`src/rtl/serial_cmd_decoder.sv`:
```
// -----------------------------------------------------------------------------
// serial_cmd_decoder
//
// Purpose:
//    Front end for the VM command channel. Frames the byte stream coming from
//    the UART receiver into commands: one opcode byte followed by a fixed
//    number of little-endian argument bytes selected by the opcode. Each
//    complete command is offered downstream as a single valid/ready
//    transaction. While a command is waiting to be taken, the byte stream is
//    stalled (rx_ready low).
//
//    Argument lengths: 'A' = 2, 'B' = 1, 'M' = 4, 'O' = 4, anything else = 0.
//    Opcodes with no argument (including unknown ones) are forwarded unchanged.
//
// Optional feature (macro SERIAL_CMD_TIMEOUT_EN):
//    When defined, a partially received command is aborted if TIMEOUT_CYCLES
//    clocks pass with no argument byte arriving; err_timeout pulses for one
//    cycle and the partial argument is discarded. When undefined, the
//    decoder waits indefinitely for argument bytes and err_timeout is 0.
//
// Parameters:
//    TIMEOUT_CYCLES  idle clocks allowed between argument bytes (timeout build)
//    TMO_W           width of the timeout counter, TIMEOUT_CYCLES < 2**TMO_W
//
// Ports:
//    clk          system clock, all state on rising edge
//    rst          asynchronous active-low reset (0 = reset)
//    rx_data      received byte from UART
//    rx_valid     rx_data valid
//    rx_ready     decoder accepts a byte this cycle
//    cmd          command opcode
//    arg          argument, first received byte in arg[7:0], unused bytes zero
//    arg_len      number of argument bytes collected (0, 1, 2 or 4)
//    cmd_valid    complete command available
//    cmd_ready    consumer takes the command
//    err_timeout  one-cycle pulse: partial command aborted
// -----------------------------------------------------------------------------
module serial_cmd_decoder #(
   parameter int TIMEOUT_CYCLES = 1000,
   parameter int TMO_W          = 16
) (
   input  logic        clk,
   input  logic        rst,
   input  logic [7:0]  rx_data,
   input  logic        rx_valid,
   output logic        rx_ready,
   output logic [7:0]  cmd,
   output logic [31:0] arg,
   output logic [2:0]  arg_len,
   output logic        cmd_valid,
   input  logic        cmd_ready,
   output logic        err_timeout
);

   // ---------------------------------------------------------------------
   // State encoding
   // ---------------------------------------------------------------------
   localparam logic [1:0] ST_IDLE = 2'd0;
   localparam logic [1:0] ST_ARG  = 2'd1;
   localparam logic [1:0] ST_HOLD = 2'd2;

   // ---------------------------------------------------------------------
   // Opcode to argument-length table
   // ---------------------------------------------------------------------
   function automatic logic [2:0] len_of(input logic [7:0] op);
      logic [2:0] len;
      case (op)
         8'h41:   len = 3'd2;   // 'A' 16-bit address
         8'h42:   len = 3'd1;   // 'B' bus data
         8'h4D:   len = 3'd4;   // 'M' control word
         8'h4F:   len = 3'd4;   // 'O' control word
         default: len = 3'd0;
      endcase
      return len;
   endfunction

   // ---------------------------------------------------------------------
   // Registers and next-state signals
   // ---------------------------------------------------------------------
   logic [1:0]  state_reg;
   logic [1:0]  state_next;
   logic        live_reg;        // low during reset, high from first clock after
   logic [7:0]  cmd_reg;
   logic [31:0] arg_reg;
   logic [31:0] arg_next;
   logic [2:0]  arg_len_reg;
   logic [2:0]  remaining_reg;
   logic [2:0]  remaining_next;
   logic [2:0]  count_reg;       // argument bytes already received
   logic [2:0]  count_next;

   logic [2:0]  op_len;
   logic        byte_xfer;
   logic        op_xfer;
   logic        arg_xfer;
   logic        last_arg;
   logic        cmd_xfer;
   logic        arg_clear;
   logic        tmo_expire;
   logic [3:0]  byte_we;

   // ---------------------------------------------------------------------
   // Handshake decode
   // ---------------------------------------------------------------------
   // rx_ready is derived from registered state only; live_reg keeps it low
   // while reset is held even though the state register sits in IDLE.
   assign rx_ready  = live_reg && (state_reg != ST_HOLD);
   assign cmd_valid = (state_reg == ST_HOLD);

   assign op_len    = len_of(rx_data);
   assign byte_xfer = rx_valid && rx_ready;
   assign op_xfer   = byte_xfer && (state_reg == ST_IDLE);
   assign arg_xfer  = byte_xfer && (state_reg == ST_ARG);
   assign last_arg  = arg_xfer && (remaining_reg == 3'd1);
   assign cmd_xfer  = cmd_valid && cmd_ready;

   // A new opcode starts with a clean argument; an aborted one leaves none.
   assign arg_clear = op_xfer || tmo_expire;

   // ---------------------------------------------------------------------
   // FSM next state
   // ---------------------------------------------------------------------
   always_comb begin
      state_next = state_reg;
      case (state_reg)
         ST_IDLE: begin
            if (op_xfer) begin
               state_next = (op_len == 3'd0) ? ST_HOLD : ST_ARG;
            end
         end
         ST_ARG: begin
            // An arriving byte has priority over the timeout.
            if (last_arg) begin
               state_next = ST_HOLD;
            end else if (tmo_expire) begin
               state_next = ST_IDLE;
            end
         end
         ST_HOLD: begin
            if (cmd_xfer) begin
               state_next = ST_IDLE;
            end
         end
         default: state_next = ST_IDLE;
      endcase
   end

   // ---------------------------------------------------------------------
   // Byte bookkeeping
   // ---------------------------------------------------------------------
   always_comb begin
      remaining_next = remaining_reg;
      count_next     = count_reg;
      if (op_xfer) begin
         remaining_next = op_len;
         count_next     = 3'd0;
      end else if (arg_xfer) begin
         remaining_next = remaining_reg - 3'd1;
         count_next     = count_reg + 3'd1;
      end
   end

   // ---------------------------------------------------------------------
   // Argument assembly, one lane per byte (little-endian order)
   // ---------------------------------------------------------------------
   generate
      for (genvar gi = 0; gi < 4; gi++) begin : g_arg_lane
         assign byte_we[gi] = arg_xfer && (count_reg == 3'(gi));
         assign arg_next[8*gi +: 8] = arg_clear   ? 8'h00 :
                                      byte_we[gi] ? rx_data :
                                                    arg_reg[8*gi +: 8];
      end
   endgenerate

   // ---------------------------------------------------------------------
   // Main state registers
   // ---------------------------------------------------------------------
   always_ff @(posedge clk or negedge rst) begin
      if (!rst) begin
         state_reg     <= ST_IDLE;
         live_reg      <= 1'b0;
         cmd_reg       <= 8'h00;
         arg_reg       <= 32'h0000_0000;
         arg_len_reg   <= 3'd0;
         remaining_reg <= 3'd0;
         count_reg     <= 3'd0;
      end else begin
         state_reg     <= state_next;
         live_reg      <= 1'b1;
         arg_reg       <= arg_next;
         remaining_reg <= remaining_next;
         count_reg     <= count_next;
         if (op_xfer) begin
            cmd_reg     <= rx_data;
            arg_len_reg <= op_len;
         end
      end
   end

   assign cmd     = cmd_reg;
   assign arg     = arg_reg;
   assign arg_len = arg_len_reg;

   // ---------------------------------------------------------------------
   // Inter-byte timeout
   // ---------------------------------------------------------------------
`ifdef SERIAL_CMD_TIMEOUT_EN
   localparam logic [TMO_W-1:0] TMO_LAST = TMO_W'(TIMEOUT_CYCLES - 1);

   logic [TMO_W-1:0] tmo_cnt_reg;
   logic             err_timeout_reg;

   // Expiry is detected on the idle cycle that would bring the count to
   // TIMEOUT_CYCLES, so the abort happens exactly TIMEOUT_CYCLES idle clocks
   // after the last accepted byte.
   assign tmo_expire = (state_reg == ST_ARG) && !arg_xfer && (tmo_cnt_reg == TMO_LAST);

   always_ff @(posedge clk or negedge rst) begin
      if (!rst) begin
         tmo_cnt_reg     <= '0;
         err_timeout_reg <= 1'b0;
      end else begin
         err_timeout_reg <= tmo_expire;
         if (op_xfer || arg_xfer || tmo_expire || (state_reg != ST_ARG)) begin
            tmo_cnt_reg <= '0;
         end else begin
            tmo_cnt_reg <= tmo_cnt_reg + 1'b1;
         end
      end
   end

   assign err_timeout = err_timeout_reg;
`else
   // Timeout hardware absent; the parameters only matter in the timeout build.
   logic [31:0] unused_tmo_cfg;
   assign unused_tmo_cfg = TIMEOUT_CYCLES + TMO_W;
   assign tmo_expire     = 1'b0;
   assign err_timeout    = 1'b0;
`endif

endmodule
```
`config.mk`:
```
export PLATFORM = sky130hd
export DESIGN_NAME = serial_cmd_decoder
export DESIGN_NICKNAME = d
export VERILOG_FILES = /design/src/rtl/serial_cmd_decoder.sv
export SDC_FILE = /design/constraint.sdc
export NUM_CORES = 1
export LEC_CHECK = 0
export ABC_CLOCK_PERIOD_IN_PS = 1700
export CORE_AREA = 2 2 79 81
export DETAILED_ROUTE_END_ITERATION = 6
export DIE_AREA = 0 0 81 83
export PLACE_DENSITY = 0.77
export SYNTH_ARGS = -nofsm -noshare
export SYNTH_HDL_FRONTEND = slang
export SYNTH_SLANG_ARGS = --single-unit
```
`constraint.sdc`:
```
create_clock -name clk -period 1.7 [get_ports clk]
set_input_delay 0.51 -clock clk [delete_from_list [all_inputs] [get_ports clk]]
set_output_delay 0.51 -clock clk [all_outputs]
set_load 0.02 [all_outputs]
```
After elaboration in Yosys (flattened, before gate mapping) --
Cells that the tools add are included. Widths: inputs -> output; s select.
Storage, ports and cells: bits in registers 52, output and inout bits 46, word-level logic and storage cells 64, bits of input ports 12
Operators by class: add/subtract/negate cells 2, reductions and logical operators 20, equality and inequality tests 14, multiplexer cells 18
Operator list (number):
- $mux 8 | 8
- $eq 8x7->1 const B | 4
- $mux 3 | 4
- $logic_and 1x1->1 | 10
- $reduce_bool 2->1 | 5
- $pmux 3 s3 | 1
- $mux 2 | 4
- $eq 3x1->1 const B | 2
- $eq 3x2->1 const B | 2
- $logic_not 3->1 | 2
- $ne 2x2->1 const B | 3
- $pmux 2 s3 | 1
- $add 3x1->3 const B | 1
- $reduce_and 3->1 | 1
- $sub 3x1->3 const B | 1
- $eq 2x1->1 const B | 1
- $eq 2x2->1 const B | 1
- $logic_not 2->1 | 1
- $ne 2x1->1 const B | 1
- $reduce_or 2->1 | 1

Logic depth before layout (Yosys ltp) --
word-level depth 7, mapped depth 7, depth with buffers taken out 5

Worst setup path before layout --
OpenSTA, ideal clock, no wires.
path kind reg-to-output, start register state_reg[0], end output rx_ready, path buffers 1, required time 1.190 ns, arrival 1.153 ns, stages on the path, launching flop included 4, path slack 0.037 ns, cell sequence dfrtp_1 -> buf_2 -> nor2_1 -> nor2b_1
Between the ends: longest elaborated chain between the ends 2
Ends and longest elaborated chain:
- start, declared | RTL line 80 | logic [1:0] state_reg;
- start signal, assigned | RTL line 188 | state_reg <= state_next;
- $ne 2x2->1 | RTL line 107 | assign rx_ready = live_reg && (state_reg != ST_HOLD);
- $logic_and 1x1->1 | RTL line 107
- end, declared | RTL line 46 | output logic rx_ready,
Every way passes these cells.

Final worst setup path --
start register state_reg[0], end output cmd_valid
Between the ends: longest elaborated chain between the ends 1
Ends and longest elaborated chain:
- $eq 2x2->1 | RTL line 108 | assign cmd_valid = (state_reg == ST_HOLD);
- end, declared | RTL line 50 | output logic cmd_valid,
Every way passes these cells.

==> flow_metrics.py <==
metrics = {
    "yosys": {
        "synth_top_cell_by_area": "dfrtp_1",
        "synth_area_leaders": "dfrtp_1 (51%), mux2_2 (11%), nand2_1 (6.4%)",
        "synth_edf_count": 0,
        "syn_area_per_cell_sq_um": 11.3,
        "ys_ff_latch": 52,
        "async_flop_share_pct": 100,
        "ys_seq_area_share_pct": 51.2,
        "synth.distinct_cells": 40,
        "synthesis.area_sq_um": 2540,
        "synth_nets": 243,
        "yosys.area.top_type_share_pct": 51.2,
        "synth_flop_cell": "dfrtp_1",
        "yosys_warnings": 0,
        "synthCells": 224,
    },
    "detailed_routing": {
        "routed_via_density": 4.95,
        "drt_iter0_markers": 115,
        "via_count": 1853,
        "drtAntennaViolNets": 0,
        "dr.pass1.iters": 4,
        "post-route-drc-count": 0,
        "totalWireLength_mm": 5.65,
        "wl_per_cell_um": 15.1,
    },
    "power_and_ir_drop": {
        "sw_frac_of_total_pct": 30.9,
        "clockPowerShare_pct": 24.8,
        "ir_worst_vdd_v": 0.000647,
        "comb_power_share_pct": 29.1,
        "p_sw_mw": 1.03,
        "seq_power_share_pct": 46.2,
        "p_int_mw": 2.31,
        "p_leak_nw": 1.65,
        "p_total_mw": 3.34,
        "power_density_nw_per_um2": 985,
    },
    "global_route": {
        "grt_overflow_total": 0,
        "antenna_found_initial": 0,
        "grt_pass1_wl_mm": 9.52,
        "grt_pass1_vias": 1875,
        "grt_max_degree": 53,
        "grt_usage_pct": 18.5,
    },
    "layout": {
        "diodes": 0,
        "final_common_cell": "dfrtp_1",
        "final_cells": 374,
        "largest_reg_flops": 32,
        "fillers": 528,
        "area_growth_pct": 33.3,
        "layout.cells.most_common_list": "dfrtp_1 (52), nand2_1 (43), dlygate4sd2_1 (43)",
        "final_nets": 317,
        "drive_gt1_share_pct": 25.4,
    },
    "timing": {
        "fin_crit_ps": 1620,
        "finClkSkew_ps": 5.78,
        "setup_violations": 0,
        "drv_slew": 0,
        "finalWorstSetupSlack_ps": 78.2,
        "timing.hold.ws_ps": 175,
        "fmax_mhz": 617,
        "grt_setup_unrepaired": "false",
        "period_share_pct": 95.4,
        "hold_violations": 0,
    },
    "critical_path": {
        "end_kind": "output port",
        "arrival_ps": 1110,
        "crit_fanout": 2,
        "start_kind": "flip-flop",
        "crit_type": "flip-flop to output port",
        "required_ps": 1190,
    },
    "placed_design": {
        "place.detailed.hpwl_mm": 4.12,
        "io_buffers": 56,
        "pre_cts_ws_ps": -359,
        "routabilityCongestion": 0.789,
        "dp_cells": 365,
    },
    "floorplanning": {
        "num_rows": 28,
        "die_x_um": 81,
        "die_h_um": 83,
        "core_area_sq_um": 5820,
        "ioPinCount": 58,
        "start_util_pct": 43.7,
        "die_area_sq_um": 6720,
    },
    "clock_tree": {
        "clk-insertion-delay-late_ps": 300,
        "cts_root_buffer": "clkbuf_8",
        "cts_sinks": 52,
        "clk_pin_slew_worst_paths_ps": 90,
        "cts.path.max_buffers": 2,
        "htreeDepth": 2,
        "numCtsBuffers": 5,
        "hold_buffers": 0,
        "cts_tree": "yes",
    },
    "flow_run": {
        "drv_cap": 0,
    },
    "status": {
        "status": "finished, final reports clean",
    },
    "worst_hold_path": {
        "hold_class": "input port to async pin",
    },
}
synthesized netlist by cell type (all sizes together), types with 2 or more instances:
library cell / n
nand3: 3
clkbuf: 4
nand2: 43
o21ai: 5
mux2: 24
a21oi: 4
nor2: 2
inv: 17
ha: 7
dfrtp: 52
nor4b: 3
buf: 10
and2: 8
nand2b: 4
o22ai: 8
o31ai: 2
conb: 2
a22o: 10
nor2b: 2
final timing paths:
kind / start / to / slack, ps / cells after the start
setup / recovery: state_reg[0] / cmd_valid / 80 / 2
hold / removal: rst / arg[31] / 180 / 2
setup reg to reg: count_reg[0] / arg[6] / 110 / 5
hold reg to reg: cmd[3] / cmd[3] / 480 / 2
max in group asynchronous: rst / arg_len[1] / 1270 / 2
min in group clk: cmd[3] / cmd[3] / 480 / 2
power by group through the flow:
stage | clock network, mW | registers, mW | logic, mW
after floorplan | 0 | 1.78 | 0.327
after global placement | 0 | 1.57 | 1.08
after detailed placement | 0 | 1.57 | 1.10
after CTS | 0.854 | 1.54 | 0.980
after global routing | 0.906 | 1.57 | 1.04
final | 0.826 | 1.54 | 0.970
worst max-delay path: stages, from the launching register on:
cell	delay, ps
dfrtp_1	400
nor2_2	140
clkdlybuf4s15_2	270
stage by stage:
step	util [%]	instance area, sq um	setup TNS, ps
floorplan	-	2540	0
global placement	56.7	3300	-11230
detailed placement	56.7	3300	-12270
CTS	58.0	3380	0
global route	58.3	3390	0
finish	58.3	3390	0
layer usage:
layer / track usage [%] / up-vias / wire length, um
li1: - / 907 / -
met1: 26.4 / 894 / 2630
met2: 28.2 / 44 / 2660
met3: 4.02 / 8 / 275
met4: 5.39 / 0 / 86
met5: 0 / - / 0
layout make-up:
type,count,area [sq um],share of cell area (%)
Clock buffer,6,72.6,2.14
Clock inverter,2,35.0,1.03
Inverter,17,63.8,1.88
Multi-Input combinational cell,141,1090,32.3
Sequential cell,52,1300,38.4
Tap cell,75,93.8,2.77
Timing Repair Buffer,81,728,21.5
kinds of logic after synthesis:
family	after synthesis	synth area share (%)
AND/OR/NAND/NOR	70	15.3
flip-flops	52	51.2
AO/OA/AOI/OAI	36	12.1
buffers and inverters	31	6.30
multiplexers	25	11.0
adder cells (fa/ha/maj)	7	3.45
other	2	0.296
XOR/XNOR	1	0.345
repair_timing:
| item | 4_1_cts | 5_1_grt |
|---|---|---|
| buffers inserted | 1 | 0 |
| setup endpoints to repair | 54 | 30 |
| endpoints found under the hold margin | 0 | 0 |
| gates resized for setup | 51 | 5 |
Note: power is estimated with default switching activity, not from simulation.
